## src/rtl/multi_busyctr.sv

```systemverilog
// Bank of NCH independent busy-interval timers with done pulse and missed-start flag.
// Optional macro BUSYCTR_RETRIG_EN: a start while busy reloads the counter.
module multi_busyctr #(
  parameter int WIDTH          = 16,
  parameter int NCH            = 4,
  parameter int DEFAULT_AMOUNT = 22
) (
  input  logic               i_clk,
  input  logic               i_reset,
  input  logic [NCH-1:0]     i_start,
  input  logic [NCH*WIDTH-1:0] i_amount,
  input  logic [NCH-1:0]     i_abort,
  output logic [NCH-1:0]     o_busy,
  output logic [NCH-1:0]     o_done,
  output logic [NCH-1:0]     o_missed,
  output logic               o_any_busy,
  output logic [NCH*WIDTH-1:0] o_count
);

  localparam logic [WIDTH-1:0] DEF = WIDTH'(DEFAULT_AMOUNT);

  for (genvar c = 0; c < NCH; c++) begin : g_ch
    logic [WIDTH-1:0] cnt;
    logic [WIDTH-1:0] amt;
    logic [WIDTH-1:0] load;
    logic             busy;
    logic             take;

    assign amt  = i_amount[c*WIDTH +: WIDTH];
    assign load = (amt == '0) ? DEF : amt;
    assign busy = (cnt != '0);
`ifdef BUSYCTR_RETRIG_EN
    assign take = i_start[c];
`else
    assign take = i_start[c] & ~busy;
`endif

    // counter and done pulse: abort > start > decrement > hold
    always_ff @(posedge i_clk) begin
      if (i_reset) begin
        cnt       <= '0;
        o_done[c] <= 1'b0;
      end else begin
        o_done[c] <= 1'b0;
        if (i_abort[c]) begin
          cnt <= '0;
        end else if (take) begin
          cnt <= load;
        end else if (busy) begin
          cnt <= cnt - 1'b1;
          if (cnt == WIDTH'(1)) o_done[c] <= 1'b1;
        end
      end
    end

`ifdef BUSYCTR_RETRIG_EN
    assign o_missed[c] = 1'b0;
`else
    logic missed;
    // sticky flag for a start refused because the channel was busy
    always_ff @(posedge i_clk) begin
      if (i_reset)
        missed <= 1'b0;
      else if (i_start[c] & ~i_abort[c] & busy)
        missed <= 1'b1;
    end
    assign o_missed[c] = missed;
`endif

    assign o_busy[c]                  = busy;
    assign o_count[c*WIDTH +: WIDTH]  = cnt;
  end

  assign o_any_busy = |o_busy;

endmodule

```

## config.mk

```make
export PLATFORM = sky130hd
export DESIGN_NAME = multi_busyctr
export DESIGN_NICKNAME = d
export VERILOG_FILES = /design/src/rtl/multi_busyctr.sv
export SDC_FILE = /design/constraint.sdc
export NUM_CORES = 1
export LEC_CHECK = 0
export BUFFER_PORTS_ARGS = -buffer_cell sky130_fd_sc_hd__clkbuf_2
export CORE_MARGIN = 4
export CORE_UTILIZATION = 50
export DETAILED_ROUTE_END_ITERATION = 10
export PLACE_DENSITY = 0.81
export SYNTH_ARGS = -nofsm -noshare
export SYNTH_HDL_FRONTEND = slang
export SYNTH_SLANG_ARGS = --single-unit
```

## constraint.sdc

```tcl
create_clock -name i_clk -period 2.88 [get_ports i_clk]
set_input_delay 0.432 -clock i_clk [delete_from_list [all_inputs] [get_ports i_clk]]
set_output_delay 0.432 -clock i_clk [all_outputs]
set_load 0.02 [all_outputs]
```

==> results of run 1 <==
## worst paths after layout
check / end / slack (ns) / start / depth (start not counted)
setup reg to reg: g_ch[3].cnt[11] / 0.46 / g_ch[3].cnt[0] / 7
hold / removal: g_ch[3].cnt[8] / 0.34 / i_amount[56] / 3
hold reg to reg: g_ch[2].missed / 0.48 / g_ch[2].missed / 2
setup / recovery: o_busy[3] / 0.15 / g_ch[3].cnt[0] / 6
## metal layers
metal,vias to the layer above,global-route usage
met4,0,0.103
met3,35,0.0502
met2,233,0.417
met5,-,0
li1,2171,-
met1,2116,0.320
## stage by stage
step / power [mW] / setup WS, ns / cells / area [um2]
after CTS: 8.05 / 0.0455 / 750 / 5060
final: 8.11 / 0.150 / 750 / 5060
after global routing: 8.79 / 0.0231 / 750 / 5060
after global placement: 7.14 / 0.521 / 734 / 4880
after floorplan: 5.99 / 0.404 / 506 / 4120
after detailed placement: 7.27 / 0.479 / 734 / 4880
## sequential cells by signal (all words and copies together), names as in the netlist
register and flops:
g_ch.cnt 64, o_done 4, g_ch.missed 4
## cell type report
cell class | count | area [um2] | area share
clock buffers | 14 | 163 | 0.0321
clock inverters | 2 | 13.8 | 0.00272
inverters | 22 | 82.6 | 0.0163
multi-input cells | 381 | 2430 | 0.480
flip-flops and latches | 72 | 1440 | 0.285
well taps | 102 | 128 | 0.0252
repair buffers | 157 | 803 | 0.159
## power by group through the flow
stage	clock network, mW	registers [mW]	logic (mW)
2_1_floorplan	0	2.23	3.76
3_3_place_gp	0	1.92	5.22
3_5_place_dp	0	1.95	5.32
4_1_cts	0.738	1.93	5.39
5_1_grt	0.787	2.02	5.99
6_report	0.724	1.95	5.44
## cells by family after synthesis
logic type | after synthesis | synth area share
adder cells (fa/ha/maj) | 8 | 0.0243
flip-flops | 72 | 0.350
XOR/XNOR | 32 | 0.0681
buffers and inverters | 53 | 0.0602
AND/OR/NAND/NOR | 215 | 0.294
AO/OA/AOI/OAI | 125 | 0.201
multiplexers | 1 | 0.00243
## what timing repair did
action                                 in CTS  in global routing
endpoints found under the hold margin       0                  0
setup endpoints to repair                   0                  2
gates resized for setup                     0                  2
## worst register-to-register path, stage by stage, from the launching register on
cell,delay (ns)
dfxtp_1,0.35
inv_1,0.09
ha_1,0.21
or3b_2,0.54
nor4_4,0.37
inv_2,0.19
o21ai_1,0.44
a211oi_2,0.10
## placed cells by master, fill, tap and decap left out, types with 5 or more instances in the layout
cell      count
xnor2_1      17
a211oi_1     12
clkbuf_8     11
a31oi_1      12
clkbuf_2    150
o21ai_0      10
nor3_1       17
xor2_1       15
nor4_1       28
or4_1        21
nand3_1      15
nor2_1       44
a21oi_1      44
buf_4         7
nor3b_1       5
inv_1        19
o31ai_1       9
ha_1          8
a22oi_1       5
o21ai_1       5
dfxtp_1      72
nand2_1      38
nand4_1       8
nand2b_1      5
==> impl_metrics.toml, run 1 <==
[yosys]
syn_inst = 506
synth.top_cell.area_share = 0.350
synth_edf_count = 0
synth_flop_cell = "dfxtp_1"
yosysMostFrequentCell = "dfxtp_1"
ys_warn_count = 0
synthArstFlopShare = 0
synth.distinct_cells = 58
synth.area.top_cells = "dfxtp_1 (35%), a21oi_1 (5.3%), nor4_1 (4.3%)"
yosysSeqAreaShare = 0.350
syn-num-nets = 588
synth.top_cells.by_count = "dfxtp_1 (72), a21oi_1 (44), nor2_1 (44), nand2_1 (38), nor4_1 (28)"
synth_top_area_cell = "dfxtp_1"
synth_area_um2 = 4120
avgSynthCellArea_um2 = 8.14
yosys_register_bits = 72

[final_layout]
finish.utilization = 0.645
final_nets = 725
nFillCells = 688
diodes = 0
area_growth_pct = 22.9
drive_gt1_frac = 0.295

[sta]
finalCriticalPeriod_ns = 2.73
maxSlewHeadroom = 0.586
drv_slew = 0
worst_clock_skew_ns = 0.0118
timing.fmax_mhz = 366
rsz0062_at_grt = "no"
hold_ws_ns = 0.342
finalSetupTns_ns = 0
hold_violations = 0
tightest_slew_ns = 0.614
fin_crit_sh = 0.948
finalSetupViolCount = 0

[hold_path]
hold_class = "in2reg"

[power]
combinationalPowerShare = 0.670
p_leak_nw = 2.25
powerDensity_nw_per_um2 = 1600
intPower_mw = 3.85
clkPwrFrac = 0.089
netSwitchingFraction = 0.525
peakVddDrop_uv = 960
seqPwrFrac = 0.241
switching_power_mw = 4.26

[global_routing]
antenna_found_initial = 0
grt_max_degree = 19
grt_pass1_vias = 4420
gr-total-overflow = 0
grt_pass1_wl_um = 20700
grtUsageTotal = 0.252

[clock_tree]
insertion_delay_ns = 0.34
cts_tree = "built"
cts.reportedPaths.clkPinSlew_ns = 0.08
post_cts_hold_buffer_count = 0
numClockSinks = 72
cts_buffer_depth = 2
ctsHtreeMaxLevel = 3
cts_buffers = 9
cts_root_buffer = "clkbuf_8"
post-cts-setup-buffers = 0

[route]
route.met2.wl_um = 5940
drt_iter0_markers = 226
via_count = 4555
drtPass1Iterations = 5
drtAntennaViolNets = 0
drt_wl_total_um = 12500
post_drt_wl_per_cell_um = 16.7
wl_met1_um = 5170
drc = 0
wl_met3_um = 1090
maxUsedRoutingLayer = "met4"
via_per_inst = 6.07

[worst_setup_path]
cp_num_buf_inv = 3
path_class = "reg2out"
cp.arrival_ns = 2.30
crit_chain = "inv_1 > ha_1 > or3b_2 > nor4_4 > inv_2 > clkbuf_2"
start_kind = "register"
path_max_fanout = 14
cp.required_ns = 2.45
critPathTopFamily = "simple AND/OR/NAND/NOR gates"
critPathSlowestCell = "or3b_2"
cp-end-kind = "output pin"
slowest_delay_ns = 0.54

[floorplanning]
fp.coreArea_um2 = 7850
pin_count = 151
start_util = 0.525
die_area_um2 = 9750
fp.dieW_um = 98.8
num_rows = 32
die_h_um = 98.8

[placed_design]
dpl.hpwl_um = 9600
globalplace.congestion = 1.02
port_buffers = 150

[status]
status = "finished clean"

[job]
maxCapViolCount = 0
Power figures use the tool's default switching activity.
==> inputs of run 2 (changes only) <==
==> constraint.sdc (replaced) <==
create_clock -name i_clk -period 2.88 [get_ports i_clk]
set_input_delay 0.144 -clock i_clk [delete_from_list [all_inputs] [get_ports i_clk]]
set_output_delay 0.144 -clock i_clk [all_outputs]
set_load 0.02 [all_outputs]
==> impl_metrics.toml, run 2 (synthesis gave the netlist of run 1 again) <==
[global_routing]
grt_max_degree = 19
antenna_found_initial = 0
grt_pass1_wl_um = 20700
grt_pass1_vias = 4388
grtUsageTotal = 0.253
gr-total-overflow = 0

[power]
netSwitchingFraction = 0.527
clkPwrFrac = 0.091
combinationalPowerShare = 0.667
power_mw = 8.06
intPower_mw = 3.81
p_leak_nw = 2.24
powerDensity_nw_per_um2 = 1600
peakVddDrop_uv = 950
seqPwrFrac = 0.242
switching_power_mw = 4.25

[placed_design]
dpl.hpwl_um = 9610
dp.cells = 733
dp_worst_setup_slack_ns = 0.402
port_buffers = 150
globalplace.congestion = 0.964

[route]
drt_iter0_markers = 179
drt_wl_total_um = 12500
drtAntennaViolNets = 0
drc = 0
post_drt_wl_per_cell_um = 16.7
drtPass1Iterations = 4
via_count = 4515
via_per_inst = 6.04

[clock_tree]
cts_buffer_depth = 2
post-cts-setup-buffers = 0
cts.reportedPaths.clkPinSlew_ns = 0.08
insertion_delay_ns = 0.34
cts_buffers = 9
post_cts_hold_buffer_count = 0
cts_tree = "built"
post_cts_resized = 0
cts_root_buffer = "clkbuf_8"
ctsHtreeMaxLevel = 3
numClockSinks = 72

[status]
status = "finished clean"

[floorplanning]
die_area_um2 = 9750
pin_count = 151
start_util = 0.525
fp.coreArea_um2 = 7850
fp.dieW_um = 98.8
num_rows = 32
die_h_um = 98.8

[final_layout]
largest_register_ffs = 64
drive_gt1_frac = 0.294
area_growth_pct = 22.6
nFillCells = 708
top_regs = "g_ch.cnt: 64 flops, g_ch.missed: 4 flops, o_done: 4 flops"
regMostFlops = "g_ch.cnt"
mostFrequentLayoutCell = "clkbuf_2"
final_nets = 724
diodes = 0
stdcell_count = 748
layout_common_cells = "clkbuf_2 (150), dfxtp_1 (72), nor2_1 (44), a21oi_1 (44), nand2_1 (38)"

[sta]
drv_slew = 0
hold_violations = 0
finalCriticalPeriod_ns = 2.70
fin_crit_sh = 0.937
tightest_slew_ns = 0.738
worst_clock_skew_ns = 0.0125
timing.fmax_mhz = 370
rsz0062_at_grt = "no"
fin_ws_ns = 0.181
finalSetupTns_ns = 0
hold_ws_ns = 0.0436
maxSlewHeadroom = 0.504
finalSetupViolCount = 0

[worst_setup_path]
crit_chain = "inv_1 > ha_1 > or3b_2 > nor4_4 > inv_2 > clkbuf_2"
cp.required_ns = 2.74
path_class = "reg2out"
start_kind = "register"
cp_num_buf_inv = 3
slowest_delay_ns = 0.54
critPathSlowestCell = "or3b_2"
critPathTopFamily = "simple AND/OR/NAND/NOR gates"
cp-end-kind = "output pin"
path_max_fanout = 14
cp.arrival_ns = 2.56

[job]
maxCapViolCount = 0

[hold_path]
hold_class = "in2reg"
## run 2: layout make-up
type	instances	area, um2	area share
clock buffers	12	155	0.0307
clock inverters	3	17.5	0.00347
inverters	22	82.6	0.0164
multi-input cells	381	2430	0.481
flip-flops and latches	72	1440	0.286
well taps	102	128	0.0253
repair buffers	156	796	0.158
## run 2: power groups by stage
stage	Combinational [mW]	Sequential, mW	Clock, mW
finish	5.37	1.95	0.733
global route	5.92	2.03	0.796
CTS	5.32	1.93	0.749
detailed placement	5.28	1.95	0
global placement	5.20	1.93	0
floorplan	3.76	2.23	0
## run 2: worst paths after layout
path,endpoint,cells after the start,slack (ns),from
worst min-delay path,g_ch[2].cnt[3],3,0.04,i_amount[35]
worst max register to register,g_ch[3].cnt[4],7,0.33,g_ch[3].cnt[0]
worst min register to register,g_ch[0].missed,2,0.48,g_ch[0].missed
worst max-delay path,o_busy[3],6,0.18,g_ch[3].cnt[0]
## run 2: worst min-delay path: stages
cell and delay (ns):
clkbuf_2 0.09, nand2_1 0.05, a21oi_1 0.05
## run 2: per-stage QoR
step                instance area [um2]  utilization
floorplan                          4120            -
global placement                   4880        0.621
detailed placement                 4880        0.621
CTS                                5050        0.643
global route                       5050        0.643
finish                             5050        0.643
## run 2: metal layers
metal	vias up	part of all wire	routed length [um]	GRT usage
li1	2170	-	-	-
met1	2086	0.42	5210	0.333
met2	230	0.48	5940	0.407
met3	29	0.088	1100	0.0467
met4	0	0.019	232	0.103
met5	-	0	0	0
